[config.mk]
export PLATFORM = sky130hd
export DESIGN_NAME = updn_mod_counter_flat
export DESIGN_NICKNAME = d
export VERILOG_FILES = /design/src/rtl/updn_mod_counter_if.sv /design/src/rtl/updn_mod_counter.sv /design/src/flat_wrapper.sv
export SDC_FILE = /design/constraint.sdc
export NUM_CORES = 1
export LEC_CHECK = 0
export CAP_MARGIN = 20
export CORE_MARGIN = 5
export CORE_UTILIZATION = 46
export DETAILED_ROUTE_END_ITERATION = 7
export GPL_ROUTABILITY_DRIVEN = 0
export PLACE_DENSITY = 0.87
export SYNTH_ARGS = -nofsm -noshare
export SYNTH_HDL_FRONTEND = slang
export SYNTH_SLANG_ARGS = --single-unit
export TNS_END_PERCENT = 10
[constraint.sdc]
create_clock -name clk -period 2.3 [get_ports clk]
set_input_delay 0.575 -clock clk [delete_from_list [all_inputs] [get_ports clk]]
set_output_delay 0.575 -clock clk [all_outputs]
set_load 0.01 [all_outputs]
[src/rtl/updn_mod_counter_if.sv]
// Control, bound and status bundle for the up/down modulo counter.
// Master drives controls and the bound; slave returns count and flags.
interface updn_mod_counter_if #(
    parameter int WIDTH = 4
);
    logic             en;
    logic             clr;
    logic             load;
    logic [WIDTH-1:0] load_val;
    logic             up;
    logic             sat;
    logic [WIDTH-1:0] max_val;
    logic [WIDTH-1:0] count;
    logic             at_max;
    logic             at_min;
    logic             wrap_p;
    logic             sat_hit;
    logic             ovf_sticky;

    modport master (
        output en, clr, load, load_val, up, sat, max_val,
        input  count, at_max, at_min, wrap_p, sat_hit, ovf_sticky
    );

    modport slave (
        input  en, clr, load, load_val, up, sat, max_val,
        output count, at_max, at_min, wrap_p, sat_hit, ovf_sticky
    );
endinterface

[src/rtl/updn_mod_counter.sv]
// Up/down counter over [0, max_val] with wrap or saturate at the bounds; 1-cycle step latency.
// No backpressure: every enabled edge steps, with priority clr > load > en.
module updn_mod_counter #(
    parameter int          WIDTH   = 4,
    parameter int unsigned RST_VAL = 0
) (
    input  logic                clk,
    input  logic                rst,
    updn_mod_counter_if.slave   bus
);
    localparam logic [WIDTH-1:0] RST_CNT = RST_VAL[WIDTH-1:0];
    localparam logic [WIDTH-1:0] ONE     = {{(WIDTH-1){1'b0}}, 1'b1};
    localparam logic [WIDTH-1:0] ZERO    = '0;

    logic [WIDTH-1:0] count_q;
    logic [WIDTH-1:0] count_d;
    logic             wrap_q;
    logic             wrap_d;
    logic             sat_hit_q;
    logic             sat_hit_d;
    logic             sticky_q;
    logic             sticky_d;
    logic             bound_evt;

    always_comb begin
        count_d   = count_q;
        bound_evt = 1'b0;
        if (bus.clr) begin
            count_d = ZERO;
        end else if (bus.load) begin
            count_d = (bus.load_val > bus.max_val) ? bus.max_val : bus.load_val;
        end else if (bus.en) begin
            // Out-of-range count (bound lowered under us) is pulled back before any step.
            if (count_q > bus.max_val) begin
                bound_evt = 1'b1;
                count_d   = bus.sat ? bus.max_val : ZERO;
            end else if (bus.up) begin
                if (count_q < bus.max_val) begin
                    count_d = count_q + ONE;
                end else begin
                    bound_evt = 1'b1;
                    count_d   = bus.sat ? count_q : ZERO;
                end
            end else begin
                if (count_q != ZERO) begin
                    count_d = count_q - ONE;
                end else begin
                    bound_evt = 1'b1;
                    count_d   = bus.sat ? ZERO : bus.max_val;
                end
            end
        end
    end

    always_comb begin
        wrap_d    = bound_evt & ~bus.sat;
        sat_hit_d = bound_evt &  bus.sat;
        sticky_d  = bus.clr ? 1'b0 : (sticky_q | bound_evt);
    end

    always_ff @(posedge clk or posedge rst) begin
        if (rst) begin
            count_q   <= RST_CNT;
            wrap_q    <= 1'b0;
            sat_hit_q <= 1'b0;
            sticky_q  <= 1'b0;
        end else begin
            count_q   <= count_d;
            wrap_q    <= wrap_d;
            sat_hit_q <= sat_hit_d;
            sticky_q  <= sticky_d;
        end
    end

    assign bus.count      = count_q;
    assign bus.at_max     = (count_q == bus.max_val);
    assign bus.at_min     = (count_q == ZERO);
    assign bus.wrap_p     = wrap_q;
    assign bus.sat_hit    = sat_hit_q;
    assign bus.ovf_sticky = sticky_q;
endmodule

[src/flat_wrapper.sv]
// flat-port wrapper written by rule: the top's interface ports become plain ports
module updn_mod_counter_flat 
#(
    parameter int          WIDTH   = 4,
    parameter int unsigned RST_VAL = 0
)
  (clk, rst, bus_en, bus_clr, bus_load, bus_load_val, bus_up, bus_sat, bus_max_val, bus_count, bus_at_max, bus_at_min, bus_wrap_p, bus_sat_hit, bus_ovf_sticky);
  updn_mod_counter_if #(.WIDTH(WIDTH)) bus_i ();
  input  logic clk;
  input  logic rst;
  input wire logic [$bits(bus_i.en)-1:0] bus_en;
  input wire logic [$bits(bus_i.clr)-1:0] bus_clr;
  input wire logic [$bits(bus_i.load)-1:0] bus_load;
  input wire logic [$bits(bus_i.load_val)-1:0] bus_load_val;
  input wire logic [$bits(bus_i.up)-1:0] bus_up;
  input wire logic [$bits(bus_i.sat)-1:0] bus_sat;
  input wire logic [$bits(bus_i.max_val)-1:0] bus_max_val;
  output wire logic [$bits(bus_i.count)-1:0] bus_count;
  output wire logic [$bits(bus_i.at_max)-1:0] bus_at_max;
  output wire logic [$bits(bus_i.at_min)-1:0] bus_at_min;
  output wire logic [$bits(bus_i.wrap_p)-1:0] bus_wrap_p;
  output wire logic [$bits(bus_i.sat_hit)-1:0] bus_sat_hit;
  output wire logic [$bits(bus_i.ovf_sticky)-1:0] bus_ovf_sticky;
  assign bus_i.en = bus_en;
  assign bus_i.clr = bus_clr;
  assign bus_i.load = bus_load;
  assign bus_i.load_val = bus_load_val;
  assign bus_i.up = bus_up;
  assign bus_i.sat = bus_sat;
  assign bus_i.max_val = bus_max_val;
  assign bus_count = bus_i.count;
  assign bus_at_max = bus_i.at_max;
  assign bus_at_min = bus_i.at_min;
  assign bus_wrap_p = bus_i.wrap_p;
  assign bus_sat_hit = bus_i.sat_hit;
  assign bus_ovf_sticky = bus_i.ovf_sticky;
  updn_mod_counter #(.WIDTH(WIDTH), .RST_VAL(RST_VAL)) u_core (.clk(clk), .rst(rst), .bus(bus_i));
endmodule
==> run summary, run 1 <==
Outcome: completed
Total track usage: 21.9%
Flop2flop setup slack: 210 ps
Share of layout cells above drive strength 1: 31.2%
Sw power: 0.000240 W
Antenna cell count: 0
Drt pass-1 iters: 4
Switching Share: 38.0%
Lkg Pwr: 0.601 nW
First-pass GRT wire length: 4330 um
Pin count of the biggest net entering global routing: 10
Cell Area, Placed: 1150 sq um
Required time worst endpoint: 2450 ps
Skew final: 10.7 ps
H-Tree Depth: 1
Total power: 0.000632 W
Fin. max-slew vios: 0
Reported max-cap violation count: 0
Distinct cells, synth: 34
Via/cell ratio: 6.13
Die Height: 51.6 um
Cells after Synth: 96
Core area: 1690 sq um
Vias in the first global route: 936
Antenna violations before repair: 0
Maximum fanout along the worst path: 2
Clock Power Share: 18.4%
Rows: 15
HP Class: flop to flop
GRT overflow: 0
Root Driver: clkbuf_4
Crit path time final: 2260 ps
Internal cell power: 0.000392 W
CP Class: input port to flop
Final critical-path share of the clock period: 98.1%
CTS Buf Count: 3
Detail Placement HPWL: 2100 um
Final setup viols: 0
Worst-margin pin slew: 374 ps
Critical Path AT: 2410 ps
Yosys reg bits: 7
Clock latency on the worst-skew pair: 260 ps
Final hold vios: 0
Yosys warns: 0
Placed Instances: 150
I/O pins: 24
Initial DRC Count: 58
Register area share after synthesis: 22.0%
Area grow syn2layout: 62.4%
Seq pwr share: 23.3%
Starting Density: 47.0%
Clk buf depth: 2
Post-Syn Nets: 121
Final wirelength: 2940 um
Final core occ: 76.4%
Max VDD drop: 0.259 mV
# hold bufs at CTS: 0
Clock Sinks: 7
Drt drc: 0
Avg Cell Area, Syn: 8.28 sq um
Nets@finish: 164
Port bufs: 23
Die Area: 2660 sq um
PwrDens: 490 nW/um^2
Max Freq: 0.443 GHz
Crit. End Element: flop
Final non-filler cell area: 1290 sq um
DR vias: 950
Slew Limit Headroom: 75.0%
Die W: 51.6 um
CTS tree: done
Syn Std Cell Area: 795 sq um
FILL cells: 109
Routed Antenna Nets: 0
Finished Layout Cells: 155
Clock slew at reported path FFs: 60 ps
Startpoint types: input port
Routed length per instance: 19.0 um
Comb pwr share: 58.3%
## cells in the mapped netlist
master / instances / share of area (%)
mux2i_1: 2 / 2.5
and4_1: 1 / 1.1
inv_1: 14 / 6.6
ha_1: 10 / 16
a21o_1: 1 / 0.95
a31o_2: 1 / 1.1
mux2_4: 1 / 1.9
nor3_1: 3 / 1.9
o211ai_1: 3 / 2.8
nor4_1: 1 / 0.79
nor2_1: 6 / 2.8
o32a_4: 1 / 2.8
nor3b_1: 1 / 0.95
and2_1: 2 / 1.6
a311o_1: 1 / 1.3
a31oi_1: 5 / 3.9
o21ai_0: 5 / 3.1
and3_1: 1 / 0.79
a211oi_1: 1 / 0.95
buf_1: 1 / 0.47
nor4bb_1: 1 / 1.3
o32ai_1: 1 / 1.1
nand3_1: 2 / 1.3
dfrtp_1: 7 / 22
a21oi_1: 6 / 3.8
nand3_2: 1 / 1.3
a32o_1: 4 / 5.0
nor2b_2: 1 / 1.1
nor2b_1: 1 / 0.79
nand2_1: 7 / 3.3
a21oi_2: 1 / 1.1
nor3b_2: 1 / 1.6
xnor2_1: 1 / 1.1
and2_4: 1 / 1.1
## final timing paths
path                                             from                     to  depth (start not counted)
min in group asynchronous                         rst    u_core.bus.count[1]                          2
worst min register to register  u_core.bus.ovf_sticky  u_core.bus.ovf_sticky                          2
worst min-delay path            u_core.bus.ovf_sticky  u_core.bus.ovf_sticky                          2
worst max register to register    u_core.bus.count[1]    u_core.bus.count[1]                          7
max in group asynchronous                         rst  u_core.bus.ovf_sticky                          2
worst max-delay path                   bus_max_val[1]    u_core.bus.count[2]                          9
## power groups by stage
stage	combinational, W	sequential [W]	clock, W
detailed placement	0.000318	0.000145	0
CTS	0.000335	0.000146	0.000118
global route	0.000398	0.000148	0.000120
finish	0.000369	0.000147	0.000116
floorplan	0.000157	0.000159	0
global placement	0.000306	0.000144	0
## stage by stage
| step | setup TNS [ps] | hold WS [ps] | setup WS [ps] |
|---|---|---|---|
| finish | 0 | 538 | 44.2 |
| global route | -35.6 | 596 | -35.6 |
| CTS | -130 | 539 | -60.3 |
| detailed placement | -3300 | 532 | -498 |
| global placement | -2900 | 516 | -461 |
| floorplan | 0 | 378 | 72.6 |
## cells in the final DEF (no fill, tap or decap), types with 2 or more instances in the layout
master	instances
clkbuf_4	3
buf_4	16
a32o_1	4
nor3_1	3
inv_2	3
o21ai_1	2
and2_1	2
o211ai_1	3
o21ai_0	3
inv_1	11
dlymetal6s2s_1	3
nand2_1	7
dlygate4sd2_1	5
a31oi_1	5
a21oi_1	2
nor2_1	6
nand3_1	2
dfrtp_1	7
ha_1	4
a21oi_2	4
ha_4	5
clkdlybuf4s50_1	14
## state kept, by name, indices dropped and copies added, names as in the netlist
signal	cells
u_core.bus.ovf_sticky	1
u_core.bus.count	4
u_core.bus.sat_hit	1
u_core.bus.wrap_p	1
## cell families after synthesis
| logic type | synth area share [%] |
|---|---|
| AO/OA/AOI/OAI | 28.0 |
| XOR/XNOR | 1.10 |
| adder cells (fa/ha/maj) | 15.7 |
| buffers and inverters | 7.09 |
| flip-flops | 22.0 |
| multiplexers | 4.41 |
| AND/OR/NAND/NOR | 21.6 |
## area by class of cell
class | count | area, sq um | area share [%]
repair buffers | 39 | 347 | 26.9
flip-flops and latches | 7 | 175 | 13.6
multi-input cells | 74 | 668 | 51.8
well taps | 17 | 21.3 | 1.65
inverters | 14 | 52.6 | 4.07
clock buffers | 4 | 26.3 | 2.04
## timing repair
action / 4_1_cts / 5_1_grt
gates cloned: 0 / 0
pin swaps: 3 / 1
endpoints found under the setup margin: 9 / 7
gates resized for setup: 19 / 13
buffers inserted: 0 / 1
## worst max-delay path: stages
cell and delay (ps):
dlygate4sd2_1 230, inv_2 70, ha_1 300, nand3_2 90, nor2_1 50, o32a_4 360, mux2_4 310, a32o_1 270
a21o_1 160
## metal layers
| layer | track usage, % | part of all wire, % | vias to the layer above |
|---|---|---|---|
| li1 | - | - | 445 |
| met1 | 26.1 | 41 | 436 |
| met2 | 36.4 | 48 | 59 |
| met3 | 3.72 | 7.0 | 10 |
| met4 | 13.1 | 3.4 | 0 |
| met5 | 0 | 0 | - |
Power figures use the tool's default switching activity.
==> run 2: changes to the inputs <==
Settings changed: SKIP_LAST_GASP set to 1.
==> run summary, run 2 (synthesized netlist as in run 1, its figures left out) <==
Crit path time final: 2260 ps (+4.96 ps)
Max VDD drop: 0.259 mV (about the same)
Drt pass-1 iters: 4 (unchanged)
R2R depth: 7 (unchanged)
DR vias: 957 (+0.74%)
Port bufs: 23 (unchanged)
Starting Density: 47.0% (unchanged)
HP Class: flop to flop
Hold Path Depth: 2 (unchanged)
Core area: 1690 sq um (unchanged)
Final setup viols: 0 (unchanged)
Nets@finish: 164 (unchanged)
Total track usage: 21.9% (unchanged)
Die Area: 2660 sq um (unchanged)
I/O pins: 24 (unchanged)
Antenna cell count: 0 (unchanged)
Worst-margin pin slew: 376 ps (+2.47 ps)
Clk buf depth: 2 (unchanged)
Routed length per instance: 19.2 um (+1.1%)
Root Driver: clkbuf_4
Required time worst endpoint: 2450 ps (about the same)
Area grow syn2layout: 62.8%
Share of layout cells above drive strength 1: 31.2% (unchanged)
Final wirelength: 2970 um (+1.1%)
Crit. End Element: flop
Crit-path cells: dlygate4sd2_1, inv_2, ha_1, nand3_2, nor2_1, o32a_4, mux2_4, a32o_1, a21o_1
Pin count of the biggest net entering global routing: 10 (unchanged)
Total power: 0.000633 W (about the same)
Slew Limit Headroom: 74.8% (-0.17 points)
Worst path slowest cell: o32a_4
Worst hold margin: 538 ps (-0.504 ps)
Maximum fanout along the worst path: 2 (unchanged)
Detail Placement HPWL: 2100 um (unchanged)
Routed Antenna Nets: 0 (unchanged)
First-pass GRT wire length: 4330 um (unchanged)
Outcome: completed
Fin. max-slew vios: 0 (unchanged)
Max Freq: 0.442 GHz (-0.22%)
Most frequent cells in the layout: buf_4, clkdlybuf4s50_1, inv_1, nand2_1, dfrtp_1
Final critical-path share of the clock period: 98.3% (+0.22 points)
Startpoint types: input port
CP peak stage delay: 360 ps (about the same)
Clock Sinks: 7 (unchanged)
Final hold vios: 0 (unchanged)
PwrDens: 489 nW/um^2 (-0.26%)
Vias in the first global route: 936 (unchanged)
Initial DRC Count: 59 (+1.7%)
Critical Path AT: 2410 ps (about the same)
Die W: 51.6 um (unchanged)
Die Height: 51.6 um (unchanged)
CTS tree: done
Clock slew at reported path FFs: 60 ps (about the same)
Antenna violations before repair: 0 (unchanged)
Clock latency on the worst-skew pair: 260 ps (about the same)
Via/cell ratio: 6.17 (+0.74%)
Reported max-cap violation count: 0 (unchanged)
Rows: 15 (unchanged)
Commonest non-fill, non-tap cell in the layout: buf_4
Cell Area, Placed: 1150 sq um (unchanged)
CTS Buf Count: 3 (unchanged)
Lkg Pwr: 0.609 nW (+1.3%)
Skew final: 10.2 ps (-0.432 ps)
CP Class: input port to flop
Final non-filler cell area: 1290 sq um (+0.29%)
H-Tree Depth: 1 (unchanged)
Final core occ: 76.6% (+0.22 points)
GRT overflow: 0 (unchanged)
Max reg flops: 4 (unchanged)
Drt drc: 0 (unchanged)
-- run 2: cell types whose count changed in the layout (fill, tap and decap cells not counted), sizes merged --
cell,change
dlygate4sd2,-1
dlymetal6s2s,+1
-- run 2: through the flow --
step / setup WS (ps) / TNS (ps) / cells
floorplan: 72.6 / 0 / 96
global placement: -461 / -2900 / 150
detailed placement: -498 / -3300 / 150
CTS: -81.5 / -164 / 154
global route: -35.6 / -35.6 / 155
finish: 39.2 / 0 / 155
-- run 2: worst max-delay path: cells and delay by family --
| family | cells | cell delay (ps) |
|---|---|---|
| AND/OR/NAND/NOR | 2 | 140 |
| AO/OA/AOI/OAI | 3 | 790 |
| multiplexers | 1 | 310 |
| buffers and inverters | 2 | 300 |
| adder cells (fa/ha/maj) | 1 | 300 |
-- run 2: cell type report --
| type | instances | area (sq um) |
|---|---|---|
| clock buffer | 4 | 26.3 |
| timing repair buffer | 39 | 350 |
| tap | 17 | 21.3 |
| sequential | 7 | 175 |
| inverter | 14 | 52.6 |
| fill | 109 | 395 |
| multi-input combinational | 74 | 668 |
-- run 2: final timing paths --
| kind | start | to | slack (ps) |
|---|---|---|---|
| min | u_core.bus.ovf_sticky | u_core.bus.ovf_sticky | 540 |
| min reg2reg | u_core.bus.ovf_sticky | u_core.bus.ovf_sticky | 540 |
| min in group asynchronous | rst | u_core.bus.count[1] | 550 |
| max | bus_max_val[1] | u_core.bus.count[2] | 40 |
| max reg2reg | u_core.bus.count[1] | u_core.bus.count[1] | 210 |
| max in group asynchronous | rst | u_core.bus.ovf_sticky | 1510 |
-- run 2: timing repair --
action,CTS,global route
hold buffers,0,0
endpoints found under the setup margin,9,7
buffers inserted,0,1
pin swaps,3,1
cloned,0,0
resized for setup,18,14
-- run 2: layer usage --
metal / vias to the layer above / global-route usage [%] / wire length [um]
met5: - / 0 / 0
met1: 436 / 26.1 / 1200
met3: 12 / 3.72 / 236
met2: 66 / 36.4 / 1420
met4: 0 / 13.1 / 122
li1: 443 / - / -
-- run 2: power breakdown --
part	leakage (nW)	total (W)	internal, W	switching, W
clock	0.0150	0.000116	0.0000665	0.0000490
combinational	0.500	0.000370	0.000192	0.000178
sequential	0.0938	0.000147	0.000134	0.0000128
total	0.609	0.000633	0.000392	0.000240
==> run 3: changes to the inputs <==
Settings changed: MAX_ROUTING_LAYER set to met4.
==> run summary, run 3 (synthesized netlist as in run 1, its figures left out) <==
Crit path buffers/inverters: 2 (unchanged)
Clk buf depth: 2 (unchanged)
Setup TNS: 0 ps (unchanged)
Clock slew at reported path FFs: 60 ps (about the same)
Crit path time final: 2250 ps (-6.16 ps)
Total track usage: 22.6% (+0.69 points)
Area grow syn2layout: 62.8% (unchanged)
Detail Placement HPWL: 2100 um (unchanged)
Commonest non-fill, non-tap cell in the layout: buf_4
PwrDens: 491 nW/um^2 (+0.33%)
Clock latency on the worst-skew pair: 260 ps (about the same)
Die Height: 51.6 um (unchanged)
Most frequent cells in the layout: buf_4, clkdlybuf4s50_1, inv_1, nand2_1, dfrtp_1
Required time worst endpoint: 2450 ps (about the same)
Die Area: 2660 sq um (unchanged)
Maximum fanout along the worst path: 2 (unchanged)
Starting Density: 47.0% (unchanged)
First-pass GRT wire length: 4360 um (+0.62%)
Drt pass-1 iters: 5 (+1)
Initial DRC Count: 52 (-12%)
Cell Area, Placed: 1150 sq um (unchanged)
CP peak stage delay: 360 ps (about the same)
Skew final: 12.3 ps (+2.08 ps)
Largest delay share family, worst path: compound AO/OA/AOI/OAI gates
Routed Antenna Nets: 0 (unchanged)
Max Freq: 0.444 GHz (+0.27%)
Final hold vios: 0 (unchanged)
Final critical-path share of the clock period: 98.0% (-0.27 points)
Startpoint types: input port
Vias in the first global route: 931 (-0.53%)
CP Class: input port to flop
Clock Sinks: 7 (unchanged)
CTS tree: done
Worst path slowest cell: o32a_4
GRT overflow: 0 (unchanged)
Routed length per instance: 19.2 um (-0.10%)
Port bufs: 23 (unchanged)
CP Depth: 9 (unchanged)
R2R depth: 7 (unchanged)
Lkg Pwr: 0.609 nW (unchanged)
Die W: 51.6 um (unchanged)
Core area: 1690 sq um (unchanged)
HP Class: flop to flop
Crit-path cells: dlygate4sd2_1, inv_2, ha_1, nand3_2, nor2_1, o32a_4, mux2_4, a32o_1, a21o_1
Drt drc: 0 (unchanged)
Pin count of the biggest net entering global routing: 10 (unchanged)
Rows: 15 (unchanged)
Final wirelength: 2970 um (-0.10%)
Antenna cell count: 0 (unchanged)
Fin. max-slew vios: 0 (unchanged)
Via/cell ratio: 6.19 (+0.31%)
Outcome: completed
I/O pins: 24 (unchanged)
Final non-filler cell area: 1290 sq um (unchanged)
Share of layout cells above drive strength 1: 31.2% (unchanged)
DR vias: 960 (+0.31%)
Final setup viols: 0 (unchanged)
Worst-margin pin slew: 382 ps (+6.01 ps)
Reported max-cap violation count: 0 (unchanged)
Slew Limit Headroom: 74.4% (-0.40 points)
Hold Path Depth: 2 (unchanged)
Max reg flops: 4 (unchanged)
Max VDD drop: 0.261 mV (+0.62%)
H-Tree Depth: 1 (unchanged)
Nets@finish: 164 (unchanged)
Root Driver: clkbuf_4
Crit. End Element: flop
Antenna violations before repair: 0 (unchanged)
Critical Path AT: 2410 ps (about the same)
CTS Buf Count: 3 (unchanged)
==> run 3: cell counts in the layout (fill, tap and decap cells not counted) <==
Identical to the previous run, type by type.
==> run 3: repair_timing <==
item / in CTS / in global routing
pin swaps: 3 / 1
resized for setup: 18 / 14
buffers inserted: 0 / 1
setup endpoints to repair: 9 / 7
hold buffers: 0 / 0
==> run 3: final cells by class <==
| class | instances | area, sq um |
|---|---|---|
| clock buffer | 4 | 26.3 |
| fill | 109 | 395 |
| inverter | 14 | 52.6 |
| multi-input combinational | 74 | 668 |
| sequential | 7 | 175 |
| tap | 17 | 21.3 |
| timing repair buffer | 39 | 350 |
==> run 3: stage by stage <==
stage | utilization [%] | hold WS, ps | power [W] | setup slack (ps) | instances
5_1_grt | 76.6 | 596 | 0.000667 | -35.6 | 155
3_3_place_gp | 68.4 | 516 | 0.000450 | -461 | 150
4_1_cts | 73.7 | 539 | 0.000599 | -81.5 | 154
2_1_floorplan | - | 378 | 0.000317 | 72.6 | 96
6_report | 76.6 | 539 | 0.000635 | 45.4 | 155
3_5_place_dp | 68.4 | 532 | 0.000463 | -498 | 150
==> run 3: metal layers <==
layer	routed length [um]	track usage (%)
met1	1150	26.5
met5	0	-
met2	1400	36.9
met4	159	12.2
met3	266	3.72
==> run 3: path summary, 6_finish.rpt <==
path / from / to / slack [ps]
max: bus_max_val[1] / u_core.bus.count[2] / 50
min: u_core.bus.ovf_sticky / u_core.bus.ovf_sticky / 540
max reg2reg: u_core.bus.count[1] / u_core.bus.count[1] / 210
min reg2reg: u_core.bus.ovf_sticky / u_core.bus.ovf_sticky / 540
max in group asynchronous: rst / u_core.bus.ovf_sticky / 1510
min in group asynchronous: rst / u_core.bus.count[1] / 550
==> run 3: worst reg2reg max path, stage by stage (launching register included) <==
cell and delay, ps:
dfrtp_1 440, ha_4 300, nor2b_4 140, o211ai_1 110, and2_4 180, a31o_2 230, a311o_1 330, a32o_1 250
==> run 3: where the power goes <==
group / switching [W] / internal (W)
registers: 0.0000127 / 0.000134
clock network: 0.0000502 / 0.0000666
logic: 0.000179 / 0.000192
total: 0.000242 / 0.000393
==> RTL change 1 (flow settings as in run 3) <==
Make the reset (`rst`) synchronous in one clocked block.
--- a/src/rtl/updn_mod_counter.sv
+++ b/src/rtl/updn_mod_counter.sv
@@ -58,7 +58,7 @@
         sticky_d  = bus.clr ? 1'b0 : (sticky_q | bound_evt);
     end
 
-    always_ff @(posedge clk or posedge rst) begin
+    always_ff @(posedge clk) begin
         if (rst) begin
             count_q   <= RST_CNT;
             wrap_q    <= 1'b0;
Behaviour: differs if rst is asserted again (counterexample within 4 cycles, from zero or initial values and one cycle with rst high); with rst held inactive, the same outputs for 10 cycles.
==> RTL change 1 against run 3 <==
  * Sequential cell count is the same
  * First-iteration DRC count shrank 27%
  * Via count grew 8.8%
  * Cell area grew 5.6%
  * Worst setup slack lost 34 ps
  * Cell count grew 15%
  * Routed wire length grew 11%
  * Combinational power shrank 23%
  * Area after synthesis grew 2.4%
  * Total power shrank 15%
  * Critical path depth grew 1
  * Clock power grew 3%
==> RTL change 1: results (changes against run 3) <==
stage	metric	value	unit	change
outcome	status	finished, final reports clean		
placement	dp_hpwl	2160	µm	+2.7%
layout	largest_register_ff_count	4		unchanged
global_route	antenna_found_initial	0		unchanged
placement	portBuffers	23		unchanged
critical_path	slowest_stage	a2111oi_4		
placement	dp_cells	170		+13%
routing	first_pass_iters	4		-1
yosys	ys_warn_count	0		unchanged
global_route	grt_max_degree	11		+1
yosys	async_flop_share	0	%	-100 points
critical_path	arrival	2470	ps	+60 ps
yosys	synth_cells	108		+13%
cts	clk_pin_slew	60	ps	about the same
global_route	grt_pass1_wl	5200	µm	+19%
yosys	synth_fp_nets	133		+9.9%
pwr	leakage	0.606	nW	-0.52%
routing	drc	0		unchanged
routing	drt-vias-per-instance	5.87		-5.3%
cts	cts-htree-levels	1		unchanged
critical_path	cp_slowest_stage_delay	340	ps	-20 ps
global_route	grt_usage	27.2	%	+4.6 points
cts	insertion_delay	270	ps	
global_route	grt_pass1_vias	1089		+17%
critical_path	crit_fanout	4		+2
layout	fillCellCount	113		+3.7%
yosys	synth_ff_type	dfxtp_1		
yosys	yosys-top-cells-count	nor2_1 (11), ha_1 (10), inv_1 (9), nor3_1 (8), dfxtp_1 (7)		
pwr	ir_drop	422	µV	+62%
placement	place_area	1190	µm²	+3.0%
routing	vias	1044		+8.8%
sta	worst_clock_skew	4.62	ps	-7.70 ps
cts	clockRootBuffer	clkbuf_4		
yosys	synth_area_leaders	dfxtp_1 (17%), ha_1 (15%), nor2_1 (5.1%)		
yosys	synth-seq-area-share	17.2	%	-4.8 points
sta	max_slew.worst_pin.slew	427	ps	+44.9 ps
routing	first_iter_violations	38		-27%
layout	drive_above_1_share	34.0	%	+2.8 points
layout	final_nets	179		+9.1%
yosys	synth_cell_types	39		+15%
critical_path	crit_family	compound AO/OA/AOI/OAI gates		
routing	routed_wl	3310	µm	+11%
[RTL change 1: changes by cell type in the layout (fill, tap and decap cells not counted), sizes merged, moves of 3 or more]
cell / change
a2111oi: +3
a32o: -4
and2: -3
buf: +8
clkdlybuf4s50: +3
dfrtp: -7
dfxtp: +7
inv: -5
nor2: +5
nor3: +5
[RTL change 1: metrics by stage]
stage	utilization [%]	power [mW]	worst slack [ps]
final	80.0	0.542	11.8
after CTS	78.0	0.510	-4.88
after global placement	69.7	0.357	-416
after floorplan	-	0.261	145
after global routing	80.0	0.581	-98.9
after detailed placement	69.7	0.366	-523
[RTL change 1: where the power goes]
group          leakage [nW]  internal, mW  switching, mW  total (mW)
clock                0.0177        0.0641         0.0564       0.121
combinational         0.530         0.141          0.144       0.286
sequential           0.0574         0.127        0.00897       0.136
[RTL change 1: area by class of cell]
cell class                 instances  area share [%]
timing repair buffer              47            29.8
multi-input combinational         86            53.1
sequential                         7            10.3
clock inverter                     1           0.366
tap                               25            2.29
inverter                           9            2.47
clock buffer                       3            1.65
[RTL change 1: kinds of logic (layout without fill, tap and decap cells)]
| group | count (synthesis) | after routing | synth area share, % |
|---|---|---|---|
| adders and majority gates | 10 | 10 | 15.4 |
| buffers and inverters | 15 | 60 | 8.46 |
| AOI/OAI and AO/OA | 28 | 28 | 24.6 |
| DFF | 7 | 7 | 17.2 |
| muxes | 4 | 4 | 4.92 |
| and+or+nand+nor | 41 | 41 | 26.2 |
| xor gates and xnor gates | 3 | 3 | 3.23 |
[RTL change 1: metal layers]
metal / vias up / GRT usage (%) / part of all wire [%]
li1: 492 / - / -
met1: 497 / 29.4 / 40
met2: 45 / 47.3 / 52
met3: 10 / 7.45 / 5.3
met4: 0 / 9.61 / 2.5
met5: - / - / 0
[RTL change 1: timing repair]
action	in CTS	in global routing
pin swaps	14	3
gates resized for setup	30	5
endpoints found under the hold margin	0	0
setup endpoints to repair	9	9
setup buffers	2	2
[RTL change 1: worst paths after layout]
kind | start | end | slack (ps) | cells past startpoint
worst min register to register | u_core.bus.ovf_sticky$_SDFF_PP0_ | u_core.bus.ovf_sticky$_SDFF_PP0_ | 450 | 2
worst max register to register | u_core.bus.count[0]$_SDFFE_PP0P_ | u_core.bus.count[3]$_SDFFE_PP0P_ | 50 | 9
worst max-delay path | bus_max_val[2] | u_core.bus.count[3]$_SDFFE_PP0P_ | 10 | 10
worst min-delay path | u_core.bus.ovf_sticky$_SDFF_PP0_ | u_core.bus.ovf_sticky$_SDFF_PP0_ | 450 | 2
[RTL change 1: tightest hold or removal path, delay by kind of cell, from the launching register on]
kind                   cells  cell delay (ps)
DFF                        1              310
AOI/OAI and AO/OA          1               50
buffers and inverters      1               50
==> RTL change 2 (settings of run 3) <==
Without the edit above. `WIDTH` is set to 4 in 3 places; all go to 3.
--- a/src/rtl/updn_mod_counter_if.sv
+++ b/src/rtl/updn_mod_counter_if.sv
@@ -1,7 +1,7 @@
 // Control, bound and status bundle for the up/down modulo counter.
 // Master drives controls and the bound; slave returns count and flags.
 interface updn_mod_counter_if #(
-    parameter int WIDTH = 4
+    parameter int WIDTH = 3
 );
     logic             en;
     logic             clr;
--- a/src/rtl/updn_mod_counter.sv
+++ b/src/rtl/updn_mod_counter.sv
@@ -1,7 +1,7 @@
 // Up/down counter over [0, max_val] with wrap or saturate at the bounds; 1-cycle step latency.
 // No backpressure: every enabled edge steps, with priority clr > load > en.
 module updn_mod_counter #(
-    parameter int          WIDTH   = 4,
+    parameter int          WIDTH   = 3,
     parameter int unsigned RST_VAL = 0
 ) (
     input  logic                clk,
--- a/src/flat_wrapper.sv
+++ b/src/flat_wrapper.sv
@@ -1,7 +1,7 @@
 // flat-port wrapper written by rule: the top's interface ports become plain ports
 module updn_mod_counter_flat 
 #(
-    parameter int          WIDTH   = 4,
+    parameter int          WIDTH   = 3,
     parameter int unsigned RST_VAL = 0
 )
   (clk, rst, bus_en, bus_clr, bus_load, bus_load_val, bus_up, bus_sat, bus_max_val, bus_count, bus_at_max, bus_at_min, bus_wrap_p, bus_sat_hit, bus_ovf_sticky);
Ports: changed (resized bus_count, bus_load_val and bus_max_val); port bits go from 24 to 21. The function was not compared with the original's and may differ.
==> RTL change 2 against run 3 <==
  * Cell area fell by 21%
  * Routed wire length fell by 40%
  * Utilization increased by 1.1 points
  * Sequential share of layout area rose by 1.3 points
  * Sequential power down 12%
  * Worst setup slack worse by 24 ps
  * Total power shrank 18%
  * Area after synthesis is 17% lower
  * Clock skew decreased by 4.3 ps
  * Sequential cell count down 1
  * Critical endpoint is now bus_at_max
==> RTL change 2: results (changes against run 3) <==
stage	metric	value	unit	change
yosys	muxShareOfSynthArea	6.30	%	+1.9 points
critical_path	slowest_stage	clkdlybuf4s50_1		
critical_path	crit_fanout	2		unchanged
yosys	synth_top_family_by_area	compound AO/OA/AOI/OAI gates		
yosys	synth_cell_types	32		-5.9%
routing	routed_wl	1800	µm	-40%
routing	wl_met3	96	µm	-64%
placement	portBuffers	20		-13%
routing	drt-vias-per-instance	5.75		-7.2%
placement	place_area	953	µm²	-17%
outcome	status	finished, final reports clean		
yosys	synth_fp_nets	99		-18%
critical_path	cp_slowest_stage_delay	420	ps	+60 ps
yosys	async_flop_share	100	%	unchanged
min_path	worstHoldPathCells	2		unchanged
layout	final_nets	135		-18%
pwr	comb-power	0.295	mW	-20%
critical_path	r2r-end	u_core.bus.count[2]$_DFFE_PP0P_		
critical_path	reg2reg_from	u_core.bus.count[2]$_DFFE_PP0P_		
yosys	synth-seq-area-share	22.9	%	+0.85 points
pwr	internal_power	0.333	mW	-15%
critical_path	r2r_setup_slack	360	ps	+150 ps
pwr	combinationalPowerShare	56.6	%	-1.8 points
sta	worst_clock_skew	7.98	ps	-4.34 ps
yosys	synth_area_leaders	dfrtp_1 (23%), ha_1 (17%), nor2b_1 (7.6%)		
yosys	synth_compound_area_share	24.0	%	-4.0 points
routing	wl_met1	728	µm	-37%
pwr	ir_drop	306	µV	+17%
routing	first_iter_violations	36		-31%
global_route	grt_pass1_wl	2960	µm	-32%
layout	fillCellCount	90		-17%
yosys	synthXorXnorAreaFrac	1.34	%	+0.23 points
critical_path	arrival	1700	ps	-710 ps
routing	first_pass_iters	4		-1
pwr	power_density	510	nW/µm²	+3.9%
sta	setup_viol	0		unchanged
pwr	seqPwrFrac	24.7	%	+1.5 points
placement	dp_hpwl	1450	µm	-31%
cts	cts_buffers	3		unchanged
yosys	yosys-top-cells-count	inv_1 (10), ha_1 (9), nor2b_1 (8), nor2_1 (7), dfrtp_1 (6)		
critical_path	crit_family	buffers and inverters		
pwr	leakage	0.486	nW	-20%
yosys	yosys.area_share.adder	17.2	%	+1.4 points
cts	insertion_delay	250	ps	
global_route	grt_pass1_vias	674		-28%
layout	diodes	0		unchanged
sta	relSlewSlack	72.1	%	-2.4 points
layout	drive_above_1_share	23.4	%	-7.7 points
global_route	grt_usage	18.8	%	-3.7 points
routing	dr_wl_met2	960	µm	-31%
sta	setup_tns	0	ps	unchanged
layout	largest_register_ff_count	3		-1
==> RTL change 2: cell count changes in the layout (fill, tap and decap cells not counted), sizes merged, moves of 3 or more <==
cell | before | now
nor2b | 2 | 9
nand2 | 7 | 3
o211ai | 3 | 0
a31oi | 5 | 1
buf | 17 | 12
dlymetal6s2s | 4 | 1
inv | 14 | 10
a21oi | 7 | 2
==> RTL change 2: layer usage <==
layer / vias up / GRT usage (%)
met3: 2 / 2.26
li1: 355 / -
met2: 26 / 32.5
met5: - / -
met1: 341 / 23.0
met4: 0 / 4.84
==> RTL change 2: through the flow <==
step / cells / setup WS (ps) / hold WS (ps)
after floorplan: 77 / 324 / 366
after global placement: 122 / -450 / 515
after detailed placement: 122 / -522 / 531
after CTS: 126 / -23.9 / 539
after global routing: 126 / -32.4 / 564
final: 126 / 21.9 / 536
==> RTL change 2: repair_timing <==
item,4_1_cts,5_1_grt
gates resized for setup,12,2
buffers inserted,1,0
pin swaps,1,0
gates cloned,0,0
endpoints found under the setup margin,7,4
endpoints found under the hold margin,0,0
==> RTL change 2: cell type report <==
cell class              count  share of cell area [%]
multi-input cells          60                    49.0
inverters                  10                    3.67
flip-flops and latches      6                    14.8
clock buffers               3                    2.20
repair buffers             32                    28.5
well taps                  15                    1.83
==> RTL change 2: worst max path at each step <==
stage | start | to | cells after the start
2_1_floorplan | bus_max_val[2] | u_core.bus.count[2]$_DFFE_PP0P_ | 7
3_3_place_gp | bus_max_val[1] | bus_at_max | 6
3_5_place_dp | bus_max_val[2] | bus_at_max | 6
4_1_cts | u_core.bus.count[1]$_DFFE_PP0P_ | bus_at_min | 4
5_1_grt | bus_max_val[0] | u_core.bus.count[1]$_DFFE_PP0P_ | 7
6_report | bus_max_val[0] | bus_at_max | 5
